==> config.mk <==
export PLATFORM = sky130hd
export DESIGN_NAME = palette_lookup
export DESIGN_NICKNAME = d
export VERILOG_FILES = /design/src/rtl/palette_lookup_pkg.sv /design/src/rtl/palette_lookup_palette_ram.sv /design/src/rtl/palette_lookup.sv
export SDC_FILE = /design/constraint.sdc
export NUM_CORES = 2
export LEC_CHECK = 0
export BUFFER_PORTS_ARGS = -buffer_cell sky130_fd_sc_hd__buf_2
export CORE_MARGIN = 8
export CORE_UTILIZATION = 49
export DETAILED_ROUTE_END_ITERATION = 10
export PLACE_DENSITY_LB_ADDON = 0.15
export SLEW_MARGIN = 25
export SYNTH_ARGS = -nofsm -noshare
export SYNTH_HDL_FRONTEND = slang
export SYNTH_HIERARCHICAL = 1
export SYNTH_SLANG_ARGS = --single-unit
==> constraint.sdc <==
create_clock -name clk -period 10.5 [get_ports clk]
set_input_delay 0 -clock clk [delete_from_list [all_inputs] [get_ports clk]]
set_output_delay 0 -clock clk [all_outputs]
set_load 0.05 [all_outputs]
==> src/rtl/palette_lookup_pkg.sv <==
// Shared video definitions for the palette stage: widths, timing strobe
// bit positions, palette depth and the default grey-ramp palette.
package palette_lookup_pkg;

    localparam int RGB_W      = 12;
    localparam int IDX_W      = 8;
    localparam int PAL_DEPTH  = 256;

    localparam int SYNC_HSYNC = 0;
    localparam int SYNC_VSYNC = 1;
    localparam int SYNC_BLANK = 2;

    typedef enum logic {
        ST_INIT = 1'b0,
        ST_RUN  = 1'b1
    } pal_state_t;

    // Grey ramp: every channel takes the top nibble of the index.
    function automatic logic [RGB_W-1:0] default_rgb(input logic [IDX_W-1:0] idx);
        return {3{idx[7:4]}};
    endfunction

endpackage

==> src/rtl/palette_lookup_palette_ram.sv <==
// Synchronous RAM with one read/write port (read-before-write) and one
// independent read-only port. Only the output registers are reset.
module palette_ram #(
    parameter int WIDTH = 8,
    parameter int DEPTH = 256,
    parameter int AW    = $clog2(DEPTH)
) (
    input  logic             clk,
    input  logic             rst,
    input  logic [AW-1:0]    a_addr,
    input  logic             a_we,
    input  logic [WIDTH-1:0] a_wdata,
    output logic [WIDTH-1:0] a_rdata,
    input  logic [AW-1:0]    b_addr,
    output logic [WIDTH-1:0] b_rdata
);

    logic [WIDTH-1:0] mem [DEPTH];

    always_ff @(posedge clk) begin
        if (a_we) begin
            mem[a_addr] <= a_wdata;
        end
    end

    // Both ports sample the array before this edge's write lands.
    always_ff @(posedge clk) begin
        if (rst) begin
            a_rdata <= '0;
            b_rdata <= '0;
        end else begin
            a_rdata <= mem[a_addr];
            b_rdata <= mem[b_addr];
        end
    end

endmodule

==> src/rtl/palette_lookup.sv <==
// Colour-index to 12-bit RGB palette stage with CPU access and a
// self-loading default palette; timing strobes are delayed to match.
module palette_lookup
    import palette_lookup_pkg::*;
#(
    parameter int SYNC_W        = 3,
    parameter bit INIT_ON_RESET = 1'b1
) (
    input  logic              clk,
    input  logic              rst,
    input  logic [8:0]        pal_addr,
    input  logic [7:0]        pal_wrdata,
    input  logic              pal_write,
    output logic [7:0]        pal_rddata,
    output logic              init_busy,
    input  logic [IDX_W-1:0]  pix_index,
    input  logic [SYNC_W-1:0] sync_in,
    output logic [RGB_W-1:0]  rgb_out,
    output logic [SYNC_W-1:0] sync_out
);

    localparam logic [SYNC_W-1:0] SYNC_IDLE = SYNC_W'(1) << SYNC_BLANK;

    pal_state_t       state;
    pal_state_t       state_next;
    logic [IDX_W-1:0] init_cnt;
    logic [RGB_W-1:0] ramp;

    logic [IDX_W-1:0] port_addr;
    logic             lo_we;
    logic             hi_we;
    logic [7:0]       lo_wdata;
    logic [3:0]       hi_wdata;
    logic [7:0]       lo_cpu_rdata;
    logic [3:0]       hi_cpu_rdata;
    logic [7:0]       lo_pix_rdata;
    logic [3:0]       hi_pix_rdata;
    logic             rd_hi;
    logic [SYNC_W-1:0] sync_d1;

    assign ramp      = default_rgb(init_cnt);
    assign init_busy = (state == ST_INIT);

    always_ff @(posedge clk) begin
        if (rst) begin
            state    <= INIT_ON_RESET ? ST_INIT : ST_RUN;
            init_cnt <= '0;
        end else begin
            state <= state_next;
            if (state == ST_INIT) begin
                init_cnt <= init_cnt + 1'b1;
            end
        end
    end

    always_comb begin
        state_next = state;
        if (state == ST_INIT && init_cnt == 8'hFF) begin
            state_next = ST_RUN;
        end
    end

    // The CPU port is borrowed by the ramp writer while INIT runs, which
    // is also what silently drops CPU writes during that window.
    always_comb begin
        port_addr = pal_addr[8:1];
        lo_we     = 1'b0;
        hi_we     = 1'b0;
        lo_wdata  = pal_wrdata;
        hi_wdata  = pal_wrdata[3:0];
        if (state == ST_INIT) begin
            port_addr = init_cnt;
            lo_we     = ~rst;
            hi_we     = ~rst;
            lo_wdata  = ramp[7:0];
            hi_wdata  = ramp[11:8];
        end else begin
            lo_we = pal_write & ~pal_addr[0] & ~rst;
            hi_we = pal_write &  pal_addr[0] & ~rst;
        end
    end

    palette_ram #(.WIDTH(8), .DEPTH(PAL_DEPTH)) u_lo_ram (
        .clk     (clk),
        .rst     (rst),
        .a_addr  (port_addr),
        .a_we    (lo_we),
        .a_wdata (lo_wdata),
        .a_rdata (lo_cpu_rdata),
        .b_addr  (pix_index),
        .b_rdata (lo_pix_rdata)
    );

    palette_ram #(.WIDTH(4), .DEPTH(PAL_DEPTH)) u_hi_ram (
        .clk     (clk),
        .rst     (rst),
        .a_addr  (port_addr),
        .a_we    (hi_we),
        .a_wdata (hi_wdata),
        .a_rdata (hi_cpu_rdata),
        .b_addr  (pix_index),
        .b_rdata (hi_pix_rdata)
    );

    always_ff @(posedge clk) begin
        if (rst) begin
            rd_hi <= 1'b0;
        end else begin
            rd_hi <= pal_addr[0];
        end
    end

    assign pal_rddata = rd_hi ? {4'h0, hi_cpu_rdata} : lo_cpu_rdata;

    always_ff @(posedge clk) begin
        if (rst) begin
            rgb_out  <= '0;
            sync_d1  <= SYNC_IDLE;
            sync_out <= SYNC_IDLE;
        end else begin
            rgb_out  <= (state == ST_INIT) ? '0 : {hi_pix_rdata, lo_pix_rdata};
            sync_d1  <= sync_in;
            sync_out <= sync_d1;
        end
    end

endmodule

==> qor.txt <==
Measured slew at the worst slew-check pin -> 1280 ps
Compound-cell area share of the yosys netlist -> 4.59%
Rows -> 201
Final period utilization -> 54.3%
Fillers -> 23000
Setup TNS -> 0 ps
Crit path top cell by count -> buf_4
Starting DRT DRC Count -> 15400
Clock buffer depth -> 4
Req. time, crit path -> 11070 ps
Register area share after synthesis -> 63.3%
Largest cells by area after synthesis -> edfxtp_1 63%, mux4_2 21%, mux2i_1 4.0%
Worst Clk Skew -> 52.2 ps
H-tree depth -> 5
Avg Vias per Cell -> 7.49
Port bufs -> 54
Reg2reg start -> state$_SDFFE_PP0P_
RSZ-0062 raised after global routing -> no
Via count -> 92300
Final net count -> 8116
Critical-path maximum fanout -> 49
CORE AREA -> 0.300 mm²
Largest family of logic cells by synthesized area -> multiplexers
CP peak stage delay -> 780 ps
Clock sinks -> 3124
Synth Area per Inst -> 18.2 µm²
Final Power -> 28100 µW
Final max-slew violation count -> 0
Initial DRT Pass Iterations -> 6
Syn Inst Count -> 8120
Die H -> 565 µm
CP arrival -> 6270 ps
Reg2Reg Setup Slack -> 4800 ps
Clock network fraction of total power -> 43.0%
Share of power burned in registers -> 48.1%
Num CTS Buffers -> 338
GRT Resource Usage Total -> 34.3%
Sw frac -> 23.8%
# IOs -> 55
CTS tree -> yes
Async SR Flop Fraction -> 0%
Mux cell area share after synthesis -> 25.2%
Pint -> 21400 µW
Comb pwr share -> 8.8%
Vias in the first global route -> 89200
Pwr per Cell Area -> 173 mW/mm²
Initial antenna violation count -> 35
Post-synthesis simple-gate area fraction -> 4.24%
CTS Root Cell -> clkbuf_16
Synthesized cell area -> 0.147 mm²
Drt wl/cell -> 45.0 µm
Main synth FF type -> edfxtp_1
Post-route ant nets -> 0
Postcts setup bufs -> 0
Hold_ws -> 47.5 ps
Initial Util -> 49.2%
Clock slew at reported path FFs -> 60 ps
DPL Wire Length -> 367000 µm
Top sig layer -> met5
Seq cells post-synth -> 3124
Routed met2 length -> 246000 µm
Hold EP -> u_lo_ram/mem[203][4]$_DFFE_PP_
Relative slew margins -> 14.2%
Global-route wire length before repair -> 756000 µm
Met3 wire len -> 68700 µm
Type of the most critical hold path -> in -> reg
Hold Fails Final Rpt -> 0
WS Path Type -> reg -> reg
P_sw -> 6690 µW
Die ar. -> 0.319 mm²
FF/Latch Area -> 0.0933 mm²
Worst r2r path cells -> 8
Setup crit end kind -> flop
GR Overflow Total -> 0
YS warnings -> 6
Final WL -> 554000 µm
Hold Crit Start -> pal_wrdata[4]
Post-Synth Adder-Cell Area -> 0.00849%
RR Endpoint -> u_lo_ram/mem[230][2]$_DFFE_PP_
Die width -> 565 µm
Sequence of cells on the critical path -> buf_4 -> mux2_8 -> buf_4 -> nor2b_4 -> buf_4 -> nand2_1 -> buf_4 -> nor2_1
Synth area leader -> edfxtp_1
Max-cap violations -> 0
Status -> completed
Multi-input gate area -> 0.0509 mm²
F_max -> 175 MHz
Post-synth EDFFs -> 3072
Layout cells sized above 1 -> 27.4%
Syn nets -> 8152
GPL Wtd Cong -> 1.07
Lkg Pwr -> 0.0510 µW
Area Growth Syn to Fin -> 10.5%
VDD IR max -> 0.153 mV
Length of routed wiring on met1 -> 189000 µm
Critical Path Source Type -> flop
Largest net degree at the start of global routing -> 189
Yosys top cell area share -> 62.6%
Post-synthesis xor/xnor area fraction -> 0.0238%
DRC -> 0
Slowest CP cell -> nor2b_4
Clk Latency, worst-skew pair -> 960 ps
Hold Path Stages -> 3
Fin crit period -> 5700 ps
Final setup viols -> 0
Distinct cell type count after synthesis -> 87
[worst max-delay path, delay by kind of cell (launching register included)]
| kind | cells | cell delay, ps |
|---|---|---|
| buf+inv | 4 | 1830 |
| flops | 1 | 390 |
| mux | 1 | 590 |
| simple gates | 3 | 2200 |
[cells by family after synthesis]
| logic type | after synthesis |
|---|---|
| buffers and inverters | 693 |
| multiplexers | 1990 |
| AO/OA/AOI/OAI | 947 |
| flip-flops | 3124 |
| AND/OR/NAND/NOR | 1361 |
| XOR/XNOR | 4 |
| adder cells (fa/ha/maj) | 1 |
[layout by cell type, fill, tap and decap left out, types with 129 or more instances in the layout]
cell,synthesis,layout
nand2_1,276,247
mux2i_1,594,594
a21oi_1,143,142
o221ai_1,151,151
edfxtp_1,3072,3072
clkbuf_16,0,344
mux4_2,1358,1358
nor3_1,153,129
a22oi_1,175,175
o22ai_1,133,132
nor2_1,569,556
buf_4,85,205
[power groups by stage]
| stage | clock network [µW] | logic (µW) | registers (µW) |
|---|---|---|---|
| finish | 12100 | 2490 | 13500 |
| global route | 12600 | 2480 | 13500 |
| CTS | 12200 | 2410 | 13500 |
| detailed placement | 0 | 2390 | 13800 |
| global placement | 0 | 2390 | 13800 |
| floorplan | 0 | 1500 | 13800 |
[registers in the layout, indices dropped and copies added, names as in the netlist]
signal and flops:
u_lo_ram/b_rdata 8, sync_d1 3, rgb_out 12, init_cnt 8, u_lo_ram/a_rdata 8, sync_out 3
state 1, u_lo_ram/mem 2048, u_hi_ram/b_rdata 4, u_hi_ram/a_rdata 4, u_hi_ram/mem 1024, rd_hi 1
[metrics by stage]
step	setup slack (ps)	util [%]	area (µm²)	std cells
after floorplan	2150	-	147000	8120
after global placement	5120	50.5	151000	11700
after detailed placement	5090	50.6	151000	11700
after CTS	5030	54.3	163000	12300
after global routing	4770	54.4	163000	12300
final	4800	54.4	163000	12300
[metal layers]
| layer | global-route usage [%] | vias up |
|---|---|---|
| met4 | 23.3 | 24 |
| li1 | - | 34500 |
| met3 | 9.69 | 1792 |
| met5 | 0.0151 | - |
| met1 | 43.4 | 48600 |
| met2 | 51.6 | 7417 |
[worst max-delay path by stage]
stage | startpoint | endpoint | cells past startpoint
CTS | state$_SDFFE_PP0P_ | u_lo_ram/mem[170][3]$_DFFE_PP_ | 8
finish | state$_SDFFE_PP0P_ | u_lo_ram/mem[230][2]$_DFFE_PP_ | 8
detailed placement | state$_SDFFE_PP0P_ | u_hi_ram/a_rdata[0]$_SDFF_PP0_ | 10
floorplan | state$_SDFFE_PP0P_ | u_hi_ram/mem[0][2]$_DFFE_PP_ | 4
global placement | state$_SDFFE_PP0P_ | u_hi_ram/a_rdata[0]$_SDFF_PP0_ | 10
global route | state$_SDFFE_PP0P_ | u_hi_ram/a_rdata[0]$_SDFF_PP0_ | 10
[synth_stat cells, drive strengths merged (12+ instances only)]
library cell / count
and2: 34
o221ai: 152
mux2i: 594
or4: 12
o21ai: 79
nor2b: 47
edfxtp: 3072
nand3: 98
nor2: 570
a32oi: 14
nand4: 39
a221oi: 26
buf: 400
dfxtp: 52
o31ai: 17
o211ai: 21
inv: 13
mux2: 21
a21oi: 143
or2: 12
mux4: 1375
a211oi: 36
a2111oi: 17
nor3: 153
nand2b: 22
nor4: 24
a31oi: 30
a22oi: 175
nand2: 276
and3: 18
a22o: 19
clkbuf: 278
o2111ai: 15
o22ai: 133
[timing repair]
| item | in CTS | in global routing |
|---|---|---|
| endpoints found under the hold margin | 74 | 0 |
| gates resized for setup | 0 | 0 |
| hold buffers | 16 | 0 |
[layout make-up]
type | instances | share of cell area [%]
antenna | 19 | 0.0292
clock buffer | 396 | 5.41
clock inverter | 214 | 1.39
inverter | 15 | 0.0407
multi-input combinational | 4303 | 31.2
sequential | 3124 | 57.3
tap | 3958 | 3.04
timing repair buffer | 302 | 1.58
(Power assumes the default switching activity.)
